[src/rtl/prog_load_sequencer_if.sv]
// Host word stream plus the data/instruction BRAM write ports driven by the boot sequencer.
// Handshake: a word transfers on a rising clock edge where s_valid && s_ready are both 1.
interface prog_load_sequencer_if #(
    parameter int ADDR_W = 12
);
    logic              s_valid;
    logic              s_ready;
    logic [31:0]       s_data;

    logic [ADDR_W-1:0] d_w_addr;
    logic [31:0]       d_w_dat;
    logic              d_w_enb;
    logic [3:0]        d_w_byte_enb;

    logic [ADDR_W-1:0] i_w_addr;
    logic [31:0]       i_w_dat;
    logic              i_w_enb;
    logic [3:0]        i_w_byte_enb;

    modport master (
        input  s_valid, s_data,
        output s_ready,
        output d_w_addr, d_w_dat, d_w_enb, d_w_byte_enb,
        output i_w_addr, i_w_dat, i_w_enb, i_w_byte_enb
    );

    modport slave (
        output s_valid, s_data,
        input  s_ready,
        input  d_w_addr, d_w_dat, d_w_enb, d_w_byte_enb,
        input  i_w_addr, i_w_dat, i_w_enb, i_w_byte_enb
    );
endinterface

[src/rtl/prog_load_sequencer.sv]
// Boot sequencer: streams host words into data BRAM then instruction BRAM,
// then releases the rv32i core for a bounded run or until halted.
module prog_load_sequencer #(
    parameter int DEPTH  = 1024,
    parameter int ADDR_W = 12
) (
    input  logic                   clk_i,
    input  logic                   rst_ni,
    input  logic                   start_i,
    input  logic [11:0]            data_cnt_i,
    input  logic [11:0]            instr_cnt_i,
    input  logic [31:0]            run_cycles_i,
    input  logic                   halt_req_i,
    prog_load_sequencer_if.master  bus,
    output logic                   cpu_rst_o,
    output logic                   pc_stall_o,
    output logic                   d_bram_init_done_o,
    output logic                   busy_o,
    output logic                   done_o,
    output logic                   err_o,
    output logic [2:0]             state_o
);
    typedef enum logic [2:0] {
        IDLE   = 3'd0,
        LOAD_D = 3'd1,
        LOAD_I = 3'd2,
        RUN    = 3'd3,
        HALT   = 3'd4
    } state_e;

    state_e            state_q, state_d;
    logic [11:0]       dcnt_q, dcnt_d, icnt_q, icnt_d, idx_q, idx_d;
    logic [31:0]       run_q, run_d, cyc_q, cyc_d;
    logic              s_ready_q, s_ready_d;
    logic [ADDR_W-1:0] d_addr_q, d_addr_d, i_addr_q, i_addr_d;
    logic [31:0]       d_dat_q, d_dat_d, i_dat_q, i_dat_d;
    logic              d_enb_q, d_enb_d, i_enb_q, i_enb_d;
    logic              cpu_rst_q, cpu_rst_d, pc_stall_q, pc_stall_d;
    logic              init_done_q, init_done_d, busy_q, busy_d;
    logic              done_q, done_d, err_q, err_d;
    logic              accept, range_bad;
    logic [ADDR_W-1:0] idx_addr;

    assign accept    = s_ready_q && bus.s_valid;
    assign range_bad = (data_cnt_i > 12'(DEPTH)) || (instr_cnt_i > 12'(DEPTH));
    assign idx_addr  = {idx_q[ADDR_W-3:0], 2'b00};

    always_comb begin
        state_d  = state_q;
        dcnt_d   = dcnt_q;
        icnt_d   = icnt_q;
        run_d    = run_q;
        idx_d    = idx_q;
        cyc_d    = '0;
        err_d    = err_q;
        d_addr_d = d_addr_q;
        d_dat_d  = d_dat_q;
        d_enb_d  = 1'b0;
        i_addr_d = i_addr_q;
        i_dat_d  = i_dat_q;
        i_enb_d  = 1'b0;

        case (state_q)
            IDLE, HALT: begin
                if (start_i) begin
                    dcnt_d = data_cnt_i;
                    icnt_d = instr_cnt_i;
                    run_d  = run_cycles_i;
                    idx_d  = '0;
                    err_d  = range_bad;
                    if (range_bad)              state_d = HALT;
                    else if (data_cnt_i != '0)  state_d = LOAD_D;
                    else if (instr_cnt_i != '0) state_d = LOAD_I;
                    else                        state_d = RUN;
                end
            end
            LOAD_D: begin
                if (accept) begin
                    d_enb_d  = 1'b1;
                    d_addr_d = idx_addr;
                    d_dat_d  = bus.s_data;
                    if (idx_q + 12'd1 == dcnt_q) begin
                        idx_d   = '0;
                        state_d = (icnt_q == '0) ? RUN : LOAD_I;
                    end else begin
                        idx_d = idx_q + 12'd1;
                    end
                end
            end
            LOAD_I: begin
                // After the last word, s_ready is already low; spend one cycle
                // letting that write land before the core is released.
                if (accept) begin
                    i_enb_d  = 1'b1;
                    i_addr_d = idx_addr;
                    i_dat_d  = bus.s_data;
                    idx_d    = idx_q + 12'd1;
                end else if (idx_q == icnt_q) begin
                    idx_d   = '0;
                    state_d = RUN;
                end
            end
            RUN: begin
                cyc_d = cyc_q + 32'd1;
                if (halt_req_i || ((run_q != '0) && (cyc_q == run_q - 32'd1)))
                    state_d = HALT;
            end
            default: state_d = IDLE;
        endcase

        s_ready_d   = (state_d == LOAD_D) || ((state_d == LOAD_I) && (idx_d != icnt_d));
        cpu_rst_d   = (state_d == IDLE) || (state_d == LOAD_D) || (state_d == LOAD_I);
        pc_stall_d  = (state_d != RUN);
        init_done_d = (state_d == RUN) || (state_d == HALT);
        busy_d      = (state_d == LOAD_D) || (state_d == LOAD_I) || (state_d == RUN);
        done_d      = (state_d == HALT);
    end

    always_ff @(posedge clk_i or negedge rst_ni) begin
        if (!rst_ni) begin
            state_q     <= IDLE;
            dcnt_q      <= '0;
            icnt_q      <= '0;
            run_q       <= '0;
            idx_q       <= '0;
            cyc_q       <= '0;
            s_ready_q   <= 1'b0;
            d_addr_q    <= '0;
            d_dat_q     <= '0;
            d_enb_q     <= 1'b0;
            i_addr_q    <= '0;
            i_dat_q     <= '0;
            i_enb_q     <= 1'b0;
            cpu_rst_q   <= 1'b1;
            pc_stall_q  <= 1'b1;
            init_done_q <= 1'b0;
            busy_q      <= 1'b0;
            done_q      <= 1'b0;
            err_q       <= 1'b0;
        end else begin
            state_q     <= state_d;
            dcnt_q      <= dcnt_d;
            icnt_q      <= icnt_d;
            run_q       <= run_d;
            idx_q       <= idx_d;
            cyc_q       <= cyc_d;
            s_ready_q   <= s_ready_d;
            d_addr_q    <= d_addr_d;
            d_dat_q     <= d_dat_d;
            d_enb_q     <= d_enb_d;
            i_addr_q    <= i_addr_d;
            i_dat_q     <= i_dat_d;
            i_enb_q     <= i_enb_d;
            cpu_rst_q   <= cpu_rst_d;
            pc_stall_q  <= pc_stall_d;
            init_done_q <= init_done_d;
            busy_q      <= busy_d;
            done_q      <= done_d;
            err_q       <= err_d;
        end
    end

    assign bus.s_ready        = s_ready_q;
    assign bus.d_w_addr       = d_addr_q;
    assign bus.d_w_dat        = d_dat_q;
    assign bus.d_w_enb        = d_enb_q;
    assign bus.d_w_byte_enb   = d_enb_q ? 4'hF : 4'h0;
    assign bus.i_w_addr       = i_addr_q;
    assign bus.i_w_dat        = i_dat_q;
    assign bus.i_w_enb        = i_enb_q;
    assign bus.i_w_byte_enb   = i_enb_q ? 4'hF : 4'h0;
    assign cpu_rst_o          = cpu_rst_q;
    assign pc_stall_o         = pc_stall_q;
    assign d_bram_init_done_o = init_done_q;
    assign busy_o             = busy_q;
    assign done_o             = done_q;
    assign err_o              = err_q;
    assign state_o            = state_q;
endmodule

[src/flat_wrapper.sv]
// flat-port wrapper written by rule: the top's interface ports become plain ports
module prog_load_sequencer_flat 
#(
    parameter int DEPTH  = 1024,
    parameter int ADDR_W = 12
)
  (clk_i, rst_ni, start_i, data_cnt_i, instr_cnt_i, run_cycles_i, halt_req_i, cpu_rst_o, pc_stall_o, d_bram_init_done_o, busy_o, done_o, err_o, state_o, bus_s_valid, bus_s_data, bus_s_ready, bus_d_w_addr, bus_d_w_dat, bus_d_w_enb, bus_d_w_byte_enb, bus_i_w_addr, bus_i_w_dat, bus_i_w_enb, bus_i_w_byte_enb);
  prog_load_sequencer_if #(.ADDR_W(ADDR_W)) bus_i ();
  input  logic clk_i;
  input  logic rst_ni;
  input  logic start_i;
  input  logic [11:0] data_cnt_i;
  input  logic [11:0] instr_cnt_i;
  input  logic [31:0] run_cycles_i;
  input  logic halt_req_i;
  output logic cpu_rst_o;
  output logic pc_stall_o;
  output logic d_bram_init_done_o;
  output logic busy_o;
  output logic done_o;
  output logic err_o;
  output logic [2:0] state_o;
  input wire logic [$bits(bus_i.s_valid)-1:0] bus_s_valid;
  input wire logic [$bits(bus_i.s_data)-1:0] bus_s_data;
  output wire logic [$bits(bus_i.s_ready)-1:0] bus_s_ready;
  output wire logic [$bits(bus_i.d_w_addr)-1:0] bus_d_w_addr;
  output wire logic [$bits(bus_i.d_w_dat)-1:0] bus_d_w_dat;
  output wire logic [$bits(bus_i.d_w_enb)-1:0] bus_d_w_enb;
  output wire logic [$bits(bus_i.d_w_byte_enb)-1:0] bus_d_w_byte_enb;
  output wire logic [$bits(bus_i.i_w_addr)-1:0] bus_i_w_addr;
  output wire logic [$bits(bus_i.i_w_dat)-1:0] bus_i_w_dat;
  output wire logic [$bits(bus_i.i_w_enb)-1:0] bus_i_w_enb;
  output wire logic [$bits(bus_i.i_w_byte_enb)-1:0] bus_i_w_byte_enb;
  assign bus_i.s_valid = bus_s_valid;
  assign bus_i.s_data = bus_s_data;
  assign bus_s_ready = bus_i.s_ready;
  assign bus_d_w_addr = bus_i.d_w_addr;
  assign bus_d_w_dat = bus_i.d_w_dat;
  assign bus_d_w_enb = bus_i.d_w_enb;
  assign bus_d_w_byte_enb = bus_i.d_w_byte_enb;
  assign bus_i_w_addr = bus_i.i_w_addr;
  assign bus_i_w_dat = bus_i.i_w_dat;
  assign bus_i_w_enb = bus_i.i_w_enb;
  assign bus_i_w_byte_enb = bus_i.i_w_byte_enb;
  prog_load_sequencer #(.DEPTH(DEPTH), .ADDR_W(ADDR_W)) u_core (.clk_i(clk_i), .rst_ni(rst_ni), .start_i(start_i), .data_cnt_i(data_cnt_i), .instr_cnt_i(instr_cnt_i), .run_cycles_i(run_cycles_i), .halt_req_i(halt_req_i), .bus(bus_i), .cpu_rst_o(cpu_rst_o), .pc_stall_o(pc_stall_o), .d_bram_init_done_o(d_bram_init_done_o), .busy_o(busy_o), .done_o(done_o), .err_o(err_o), .state_o(state_o));
endmodule
[config.mk]
export PLATFORM = sky130hd
export DESIGN_NAME = prog_load_sequencer_flat
export DESIGN_NICKNAME = d
export VERILOG_FILES = /design/src/rtl/prog_load_sequencer_if.sv /design/src/rtl/prog_load_sequencer.sv /design/src/flat_wrapper.sv
export SDC_FILE = /design/constraint.sdc
export NUM_CORES = 1
export LEC_CHECK = 0
export CAP_MARGIN = 20
export CORE_MARGIN = 8
export CORE_UTILIZATION = 50
export CTS_CLUSTER_DIAMETER = 30
export DETAILED_ROUTE_END_ITERATION = 12
export DONT_BUFFER_PORTS = 1
export PLACE_DENSITY = 0.68
export SLEW_MARGIN = 20
export SYNTH_ARGS = -nofsm -noshare
export SYNTH_HDL_FRONTEND = slang
export SYNTH_SLANG_ARGS = --single-unit
[constraint.sdc]
create_clock -name clk_i -period 4.4 [get_ports clk_i]
set_input_delay 0.88 -clock clk_i [delete_from_list [all_inputs] [get_ports clk_i]]
set_output_delay 0.88 -clock clk_i [all_outputs]
set_load 0.02 [all_outputs]
## Yosys cells after proc, flatten, opt, wreduce, memory -nomap -nowiden

Index checks and enable logic that the tools add are counted.

| cells by class | value |
|---|---|
| add/subtract/negate cells | 3 |
| magnitude comparators | 2 |
| eq/ne operators | 13 |
| multiplexer cells | 25 |
| reductions and logical operators | 21 |

Operator list:

| kind | count |
|---|---|
| $mux W12 | 7 |
| $pmux W12 S3 | 1 |
| $add A32 B1 Y32 const B | 1 |
| $eq A32 B32 Y1 | 1 |
| $mux W32 | 1 |
| $reduce_bool A32 Y1 | 1 |
| $sub A32 B1 Y32 const B | 1 |
| $eq A12 B12 Y1 | 2 |
| $gt A12 B11 Y1 const B | 2 |
| $mux W3 | 8 |
| $reduce_bool A12 Y1 | 2 |
| $add A12 B1 Y12 const B | 1 |
| $eq A3 B2 Y1 const B | 4 |
| $logic_not A12 Y1 | 1 |
| $ne A12 B12 Y1 | 1 |
| $pmux W3 S4 | 1 |
| $logic_or A1 B1 Y1 | 8 |
| $mux W4 | 2 |
| $eq A3 B1 Y1 const B | 2 |
| $eq A3 B3 Y1 const B | 2 |
| $logic_not A3 Y1 | 2 |
| $reduce_and A2 Y1 | 3 |
| $mux W1 | 5 |
| $logic_and A1 B1 Y1 | 3 |
| other kinds (2) | 2 |

| word-level totals | value |
|---|---|
| bits in registers | 196 |
| input port bits | 93 |
| output and inout port bits | 108 |
| logic and storage cells | 83 |

## Logic depth before layout (Yosys ltp)

Gate-level depths: netlist of run 1.

| logic depth | value |
|---|---|
| depth in word-level cells | 9 |
| gate-level depth with buffers | 13 |
| gate-level depth less buffers | 12 |

## Worst setup path after synthesis of run 1

No wires, ideal clock.

| timing path | value |
|---|---|
| kind | flip-flop to flip-flop |
| start | reg u_core.idx_q[1] |
| end | reg u_core.s_ready_q (netlist: u_core.bus.s_ready) |
| library setup time | 145 ps |
| arrival | 3313 ps |
| data required time | 4255 ps |
| path slack | 943 ps |
| stages on the path, launching flop included | 13 |
| path buffers | 1 |
| period minus slack after synthesis | 3457 ps |
| path through | dfrtp_1 -> ha_1 -> nand3_1 -> or4b_1 -> a21oi_1 -> a2111oi_4 -> and3_1 -> buf_4 -> o21ai_2 -> o211ai_1 -> or4_1 -> nor4_1 -> a41oi_1 |

| on the way | value |
|---|---|
| cells in the longest elaborated chain, start to end | 8 |
| elaborated cells between the ends (all ways) | 19 |
| classes of those cells | 1 x add/sub; 5 x eq/ne; 11 x mux; 2 x reduce/logical |

RTL lines:

| item | RTL line | text |
|---|---|---|
| start: declaration | prog_load_sequencer.sv:32 | `logic [11:0] dcnt_q, dcnt_d, icnt_q, icnt_d, idx_q, idx_d;` |
| start signal: assignment | prog_load_sequencer.sv:145 | `idx_q <= idx_d;` |
| $add A12 B1 Y12 | prog_load_sequencer.sv:82, prog_load_sequencer.sv:86, prog_load_sequencer.sv:97 |  |
| $eq A12 B12 Y1 | prog_load_sequencer.sv:82 | `if (idx_q + 12'd1 == dcnt_q) begin` |
| $mux W12 or $mux W3 (tied branches) | prog_load_sequencer.sv:82 |  |
| $mux W12 or $mux W3 (tied branches) | prog_load_sequencer.sv:78 | `if (accept) begin` |
| $pmux W12 S3 or $pmux W3 S4 (tied branches) | prog_load_sequencer.sv:63 | `case (state_q)` |
| $ne A12 B12 Y1 or $eq A3 B2 Y1 (tied branches) | prog_load_sequencer.sv:111 | `s_ready_d = (state_d == LOAD_D) \|\| ((state_d == LOAD_I) && (idx_d != icnt_d));` |
| $logic_and A1 B1 Y1 | prog_load_sequencer.sv:111 |  |
| $logic_or A1 B1 Y1 (*) | prog_load_sequencer.sv:111 |  |
| net u_core.s_ready_d | prog_load_sequencer.sv:34 | `logic s_ready_q, s_ready_d;` |
| end signal: assignment | prog_load_sequencer.sv:147 | `s_ready_q <= s_ready_d;` |
| end: declaration | prog_load_sequencer.sv:34 |  |

The timed path passes the listed nets; every way through them passes the cells marked *.
A chain may end at the register's enable or synchronous reset.

## Worst setup path after layout of run 1

| timing path | value |
|---|---|
| start | reg u_core.idx_q[0] |
| end | reg u_core.s_ready_q (netlist: u_core.bus.s_ready) |

The elaborated chain is that of the path after synthesis.

==> results of run 1 <==
==> state kept, by name, summed over array words and instances (netlist names), 3 cells and up <==
register             count
u_core.state_o           3
u_core.dcnt_q           12
u_core.bus.d_w_addr     10
u_core.bus.i_w_dat      32
u_core.idx_q            12
u_core.bus.d_w_dat      32
u_core.icnt_q           12
u_core.bus.i_w_addr     10
u_core.run_q            32
u_core.cyc_q            32
==> layout by cell type (no fill, tap or decap), types with 32 or more instances in the layout <==
master / count
nand2_1: 288
o21ai_0: 32
nor2_1: 67
dfrtp_1: 194
xor2_1: 49
mux2_2: 48
xnor2_1: 54
nand3_1: 34
==> area by class of cell <==
class | instances | area (um2)
fillers | 1800 | 8770
inverters | 24 | 90.1
multi-input cells | 807 | 4770
well taps | 265 | 332
clock buffers | 17 | 425
clock inverters | 14 | 163
repair buffers | 17 | 128
flip-flops and latches | 196 | 4910
==> metal layers <==
metal | track usage (%) | vias up
li1 | - | 3626
met1 | 28.4 | 3786
met2 | 34.6 | 304
met3 | 8.37 | 30
met4 | 6.21 | 0
met5 | 0 | -
==> power groups by stage <==
stage,clock network (mW),registers (mW),logic [mW]
floorplan,0,1.99,0.231
global route,1.65,2.00,0.302
CTS,1.59,1.99,0.274
detailed placement,0,2.02,0.272
global placement,0,2.02,0.267
finish,1.55,1.99,0.275
==> worst paths after layout <==
path,endpoint,cells past startpoint,slack [ps],startpoint
worst max-delay path,u_core.bus.s_ready,10,280,u_core.idx_q[0]
worst min-delay path,u_core.d_bram_init_done_o,0,140,rst_ni
worst max register to register,u_core.bus.s_ready,10,280,u_core.idx_q[0]
worst min register to register,u_core.dcnt_q[5],1,540,u_core.dcnt_q[5]
max in group asynchronous,u_core.bus.i_w_dat[14],0,3990,rst_ni
min in group clk_i,u_core.dcnt_q[5],1,540,u_core.dcnt_q[5]
==> through the flow <==
step	setup slack [ps]	hold slack (ps)	total power, mW	cell area [um2]	utilization, %
6_report	277	143	3.82	10800	55.2
5_1_grt	104	121	3.96	10800	55.2
4_1_cts	363	128	3.85	10800	55.2
3_5_place_dp	425	519	2.30	10200	52.2
3_3_place_gp	474	515	2.29	10200	52.2
2_1_floorplan	943	491	2.22	10000	-
==> kinds of logic (layout without fill, tap and decap cells) <==
kind of cell               count (synthesis)  in the layout
adders and majority gates                  3              3
muxes                                     54             54
xor gates and xnor gates                 103            103
and+or+nand+nor                          529            529
other                                      1              4
AOI/OAI and AO/OA                        114            114
buffers and inverters                     84             72
DFF                                      196            196
==> worst max-delay path: cells and delay by family (launching register included) <==
kind / cells / cell delay (ps)
flip-flops: 1 / 500
AND/OR/NAND/NOR: 6 / 2330
adder cells (fa/ha/maj): 1 / 290
AO/OA/AOI/OAI: 3 / 870
==> flow_metrics.py, run 1 <==
metrics = {
    "outcome": {
        "outcome": "finished clean",
    },
    "logic_synthesis": {
        "netlist_instances": 1084,
        "synth_adder_area_share_pct": 0.375,
        "yosysTopAreaCell": "dfrtp_1",
        "yosysMostFrequentCell": "nand2_1",
        "synth_xor_area_share_pct": 9.00,
        "synth_top_cells_by_count": "nand2_1, dfrtp_1, nor2_1",
        "synth_area_um2": 10000,
        "synth_top_family_by_area": "simple AND/OR/NAND/NOR gates",
        "ys_ff_latch": 196,
        "yosys.area.top_type_share_pct": 48.4,
        "muxShareOfSynthArea_pct": 6.04,
        "synth-edff-count": 0,
        "async_flop_share_pct": 100,
        "synth_cell_types": 74,
        "synth-simple-area-share_pct": 24.0,
        "synth_flop_cell": "dfrtp_1",
        "synth.top_cells.by_area": "dfrtp_1, nand2_1, mux2_2, xnor2_1, xor2_1",
        "syn_area_per_cell_um2": 9.24,
        "synth_compound_area_share_pct": 7.88,
        "synth_warnings": 0,
        "yosysSeqAreaShare_pct": 49.0,
    },
    "power_and_ir_drop": {
        "switchingPower_mw": 1.04,
        "power_frac_comb_pct": 7.2,
        "ir_drop_v": 0.000280,
        "power_frac_clock_pct": 40.7,
        "p_leak_nw": 4.85,
        "power_frac_seq_pct": 52.1,
        "intPower_mw": 2.78,
        "swShare_pct": 27.3,
        "p_per_area_nw_per_um2": 353,
    },
    "final_layout": {
        "n_antenna_cell": 0,
        "finalNetCount": 1159,
        "fin_cells": 1340,
        "layout-drive-gt1-share_pct": 10.5,
        "area_growth_pct": 7.93,
    },
    "routing": {
        "via_per_inst": 5.78,
        "routed_wl_um": 27400,
        "num_vias": 7746,
        "drt_iter0_drc": 566,
        "drc_errors": 0,
        "drt_pass1_iterations": 5,
        "met1Wirelength_um": 11500,
        "highest_layer": "met4",
        "wl_met3_um": 3070,
        "ant_nets": 0,
        "post_drt_wl_per_cell_um": 20.4,
        "routed-wl-met2_um": 12400,
    },
    "clocking": {
        "clkTransAtPathRegs_ps": 80,
        "postCtsSetupBuffers": 0,
        "cts_buffers": 17,
        "cts_resized": 0,
        "cts_hold_buffers": 0,
        "clk_latency_ps": 440,
        "clock_sinks": 196,
        "cts_root_buf": "clkbuf_16",
        "cts.path.max_buffers": 2,
        "htree_levels": 4,
        "cts_tree": "done",
    },
    "setup_path": {
        "crit_path_frequent_cell": "or4_1",
        "crit_chain": "ha_1 -> nand3_1 -> or4_1 -> a2111oi_4 -> and3_1 -> a221o_2 -> nand4b_1 -> or4_1 -> nor4_1 -> a41oi_1",
        "cp_slowest_stage_delay_ps": 640,
        "cp_max_fo": 10,
        "endpoint_kind": "register",
        "path_class": "register to register",
        "crit_arrival_ps": 4420,
        "required_ps": 4700,
        "startpoint_type": "register",
        "cp_slowest_cell": "or4_1",
    },
    "grt": {
        "grt.overflow.total": 0,
        "grt_pass1_vias": 7496,
        "grt.total_usage_pct": 22.2,
        "grt_pass1_wl_um": 42500,
        "grt_max_degree": 197,
        "antenna_found_initial": 0,
    },
    "floorplan": {
        "dieArea_um2": 24800,
        "die-height_um": 158,
        "row_count": 51,
        "pin_count": 201,
        "start_util_pct": 51.2,
        "core_um2": 19600,
        "fp.dieW_um": 158,
    },
    "timing": {
        "period_minus_slack_ps": 4120,
        "rsz0062_at_grt": "no",
        "fin_crit_sh_pct": 93.7,
        "tns_ps": 0,
        "tightest_slew_ps": 982,
        "setup_viol": 0,
        "hold_violations": 0,
        "max_freq_ghz": 0.243,
        "max-slew-margin-rel_pct": 34.0,
        "fin_skew_ps": 10.9,
        "slew_viol_final": 0,
    },
    "placement": {
        "post-place-cells": 1309,
        "hpwlAfterDp_um": 19900,
        "place_congestion": 0.966,
        "port_buffers": 0,
    },
    "run": {
        "maxCapViolCount": 0,
    },
    "hold_path": {
        "hold_path_class": "input port to async pin",
    },
}
Power figures use the tool's default switching activity.
==> run 2, diff against run 1 <==
PLACE_DENSITY = default   (was 0.68)
==> run 2 against run 1 <==
Compared with the run above: final cell count is the same; clock power grew 7%; maximum frequency shrank 0.83%; total power grew 3.0%; die area is the same; cell area grew 0.39%; first-iteration DRC count grew 13%; hold slack lost 2.2 ps; sequential power is essentially flat; routed wire length grew 0.84%; combinational power is essentially flat; largest cell class unchanged.
==> flow_metrics.py, run 2 (synthesized netlist as in run 1, its figures left out) <==
metrics = {
    "outcome": {
        "outcome": "finished clean",
    },
    "clocking": {
        "clock_sinks": 196,
        "cts_buffers": 17,
        "cts_tree": "done",
        "cts.path.max_buffers": 2,
        "postCtsSetupBuffers": 0,
        "cts_hold_buffers": 0,
        "htree_levels": 4,
        "cts_resized": 0,
        "clkTransAtPathRegs_ps": 90,
        "cts_root_buf": "clkbuf_16",
        "clk_latency_ps": 440,
    },
    "timing": {
        "tightest_slew_ps": 912,
        "hold_violations": 0,
        "max_freq_ghz": 0.241,
        "rsz0062_at_grt": "no",
        "period_minus_slack_ps": 4160,
        "fin_crit_sh_pct": 94.5,
        "slew_viol_final": 0,
        "setup_slack_ps": 242,
        "fin_skew_ps": 19.8,
        "max-slew-margin-rel_pct": 39.2,
        "setup_viol": 0,
        "tns_ps": 0,
    },
    "setup_path": {
        "critPathBufInv": 0,
        "endpoint_kind": "register",
        "startpoint_type": "register",
        "cp_slowest_cell": "dfrtp_1",
        "required_ps": 4700,
        "cp_slowest_stage_delay_ps": 650,
        "cp_max_fo": 12,
        "crit_chain": "nand4_2 -> or4_4 -> mux2_4 -> a2111oi_4 -> and3_1 -> a221o_2 -> nand4b_1 -> or4_1 -> nor4_1 -> a41oi_1",
        "crit_arrival_ps": 4460,
        "path_class": "register to register",
        "cp_top_family": "simple AND/OR/NAND/NOR gates",
    },
    "final_layout": {
        "regArea_um2": 4910,
        "finalNetCount": 1158,
        "n_antenna_cell": 0,
        "final_common_cell": "nand2_1",
        "multi_input_area_um2": 4760,
        "fillCellCount": 1795,
        "layout_common_cells": "nand2_1, dfrtp_1, nor2_1",
        "layout-drive-gt1-share_pct": 10.2,
        "area_growth_pct": 8.35,
    },
    "power_and_ir_drop": {
        "ir_drop_v": 0.000197,
        "finalPower_mw": 3.93,
        "p_per_area_nw_per_um2": 362,
        "p_leak_nw": 4.86,
    },
    "routing": {
        "num_vias": 7733,
        "post_drt_wl_per_cell_um": 20.6,
        "drt_iter0_drc": 638,
        "drc_errors": 0,
        "drt_pass1_iterations": 5,
        "ant_nets": 0,
        "via_per_inst": 5.77,
        "routed_wl_um": 27600,
    },
    "floorplan": {
        "core_um2": 19600,
        "row_count": 51,
        "start_util_pct": 51.2,
        "die-height_um": 158,
        "dieArea_um2": 24800,
        "pin_count": 201,
        "fp.dieW_um": 158,
    },
    "grt": {
        "grt_pass1_wl_um": 43900,
        "grt_pass1_vias": 7702,
        "antenna_found_initial": 2,
        "grt.overflow.total": 0,
        "grt.total_usage_pct": 22.9,
        "grt_max_degree": 197,
    },
    "placement": {
        "place_congestion": 0.917,
        "port_buffers": 0,
        "place_ws_ps": 391,
        "hpwlAfterDp_um": 20000,
    },
    "run": {
        "maxCapViolCount": 0,
    },
    "hold_path": {
        "hold_path_class": "input port to async pin",
    },
}
-- run 2: per-layer routing --
layer | part of all wire, % | GRT usage, % | vias to the layer above
li1 | - | - | 3628
met1 | 41 | 28.2 | 3798
met2 | 48 | 37.2 | 253
met3 | 7.9 | 7.31 | 50
met4 | 2.6 | 8.20 | 4
met5 | 0.11 | 0 | -
-- run 2: worst paths after layout --
check                                 from                      to  slack (ps)  depth (start not counted)
min reg2reg                u_core.cyc_q[0]         u_core.cyc_q[0]         540                          1
max                        u_core.idx_q[4]      u_core.bus.s_ready         240                         10
min                                 rst_ni         u_core.run_q[2]         140                          0
min in group clk_i          bus_s_data[31]  u_core.bus.i_w_dat[31]         530                          2
max reg2reg                u_core.idx_q[4]      u_core.bus.s_ready         240                         10
max in group asynchronous           rst_ni         u_core.cyc_q[4]        3730                          0
-- run 2: stage by stage --
step / instances / instance area, um2 / hold WS (ps) / util, %
2_1_floorplan: 1087 / 10000 / 491 / -
3_3_place_gp: 1308 / 10200 / 514 / 52.1
3_5_place_dp: 1308 / 10200 / 522 / 52.1
4_1_cts: 1340 / 10900 / 121 / 55.4
5_1_grt: 1340 / 10900 / 113 / 55.4
6_report: 1340 / 10900 / 140 / 55.4
-- run 2: cell type report --
cell class                 count  area share (%)
multi-input combinational    807            43.9
clock buffer                  17            3.92
tap                          265            3.05
inverter                      24           0.830
timing repair buffer          16            1.11
sequential                   196            45.2
clock inverter                15            2.03
-- run 2: power by group --
part | switching (mW) | internal [mW]
logic | 0.136 | 0.137
registers | 0.122 | 1.88
clock network | 0.855 | 0.809
total | 1.11 | 2.82
-- run 2: worst reg2reg max path: cells and delay by family (launching register included) --
kind | cells | cell delay [ps]
and+or+nand+nor | 6 | 2200
AOI/OAI and AO/OA | 3 | 840
DFF | 1 | 650
muxes | 1 | 340
==> run 3, diff against run 2 <==
SLEW_MARGIN = 40   (was 20)
==> run 3 against run 2 <==
Compared with the run above: sequential share of layout area barely moved; utilization about the same; non-clock buffer count stayed put; hold slack about the same; sequential power hardly changed; highest routed layer unchanged; largest power group unchanged; routed wire length about the same.
==> flow_metrics.py, run 3 (synthesized netlist as in run 1, its figures left out) <==
metrics = {
    "final_layout": {
        "final_util_pct": 55.5,
        "n_antenna_cell": 0,
        "regArea_um2": 4910,
        "layout-drive-gt1-share_pct": 10.5,
        "final_common_cell": "nand2_1",
        "finalNetCount": 1158,
        "area_growth_pct": 8.43,
        "multi_input_area_um2": 4770,
        "layout_common_cells": "nand2_1, dfrtp_1, nor2_1",
        "final_cell_area_um2": 10900,
        "fillCellCount": 1791,
    },
    "power_and_ir_drop": {
        "intPower_mw": 2.82,
        "power_frac_seq_pct": 50.7,
        "swShare_pct": 28.3,
        "ir_drop_v": 0.000198,
        "p_leak_nw": 4.86,
        "finalPower_mw": 3.94,
        "power_frac_clock_pct": 42.3,
        "p_per_area_nw_per_um2": 362,
        "switchingPower_mw": 1.11,
        "power_frac_comb_pct": 6.9,
    },
    "floorplan": {
        "pin_count": 201,
        "fp.dieW_um": 158,
        "row_count": 51,
        "die-height_um": 158,
        "dieArea_um2": 24800,
        "core_um2": 19600,
        "start_util_pct": 51.2,
    },
    "grt": {
        "grt_pass1_vias": 7702,
        "grt_max_degree": 197,
        "grt_pass1_wl_um": 43900,
        "antenna_found_initial": 2,
        "grt.overflow.total": 0,
        "grt.total_usage_pct": 22.9,
    },
    "clocking": {
        "cts_root_buf": "clkbuf_16",
        "clock_sinks": 196,
        "clk_latency_ps": 440,
        "postCtsSetupBuffers": 0,
        "cts_tree": "done",
        "cts_resized": 0,
        "cts_hold_buffers": 0,
        "cts_buffers": 17,
        "clkTransAtPathRegs_ps": 90,
        "cts.path.max_buffers": 2,
        "htree_levels": 4,
    },
    "timing": {
        "fin_crit_sh_pct": 93.5,
        "period_minus_slack_ps": 4110,
        "fin_skew_ps": 19.0,
        "holdWs_ps": 141,
        "hold_violations": 0,
        "max-slew-margin-rel_pct": 52.1,
        "rsz0062_at_grt": "no",
        "setup_viol": 0,
        "max_freq_ghz": 0.243,
        "slew_viol_final": 0,
        "tns_ps": 0,
        "tightest_slew_ps": 712,
    },
    "placement": {
        "placed_area_um2": 10200,
        "hpwlAfterDp_um": 20000,
        "port_buffers": 0,
        "place_congestion": 0.917,
    },
    "hold_path": {
        "hold_path_class": "input port to async pin",
    },
    "setup_path": {
        "startpoint_type": "register",
        "r2r-start": "u_core.idx_q[4]",
        "cp-startpoint": "u_core.idx_q[4]",
        "cp_slowest_cell": "dfrtp_1",
        "path_class": "register to register",
        "cp_slowest_stage_delay_ps": 640,
        "crit_arrival_ps": 4420,
        "required_ps": 4710,
        "crit_chain": "nand4_2 -> or4_4 -> mux2_4 -> a2111oi_4 -> and3_1 -> a221o_2 -> nand4b_1 -> or4_1 -> nor4_1 -> a41oi_1",
        "cp_max_fo": 12,
        "endpoint_kind": "register",
    },
    "routing": {
        "post_drt_wl_per_cell_um": 20.6,
        "drt_iter0_drc": 628,
        "drt_pass1_iterations": 5,
        "num_vias": 7718,
        "via_per_inst": 5.76,
        "routed_wl_um": 27600,
        "ant_nets": 0,
        "drc_errors": 0,
    },
    "outcome": {
        "outcome": "finished clean",
    },
    "run": {
        "maxCapViolCount": 0,
    },
}
[run 3: critical path, delay by kind of cell (launching register included)]
| family | cells | cell delay (ps) |
|---|---|---|
| AOI/OAI and AO/OA | 3 | 810 |
| DFF | 1 | 640 |
| muxes | 1 | 340 |
| and+or+nand+nor | 6 | 2190 |
[run 3: worst paths after layout]
check                                              end  slack, ps  depth (start not counted)
min in group clk_i              u_core.bus.i_w_dat[31]        530                          2
max in group asynchronous              u_core.cyc_q[4]       3760                          0
worst min register to register         u_core.cyc_q[0]        540                          1
worst max-delay path                u_core.bus.s_ready        290                         10
worst min-delay path                   u_core.run_q[2]        140                          0
worst max register to register      u_core.bus.s_ready        290                         10
[run 3: power groups by stage]
stage	Sequential [mW]	Clock, mW	Combinational (mW)
after detailed placement	2.03	0	0.271
final	2.00	1.67	0.273
after CTS	2.00	1.70	0.272
after floorplan	1.99	0	0.231
after global placement	2.03	0	0.269
after global routing	2.01	1.79	0.300
[run 3: final cells by class]
class	instances	area share (%)
timing repair buffer	16	1.11
tap	265	3.05
sequential	196	45.2
clock inverter	15	2.03
multi-input combinational	807	43.9
inverter	24	0.829
clock buffer	17	3.92
[run 3: layer usage]
metal | global-route usage, % | part of all wire, % | up-vias
met1 | 28.2 | 41 | 3772
li1 | - | - | 3625
met4 | 8.20 | 2.6 | 4
met3 | 7.31 | 8.0 | 50
met2 | 37.2 | 49 | 267
met5 | 0 | 0.11 | -
[run 3: through the flow]
stage / setup WS, ps / std cells
after global routing: 89.0 / 1340
after floorplan: 943 / 1087
after global placement: 506 / 1308
final: 287 / 1340
after detailed placement: 391 / 1308
after CTS: 349 / 1340
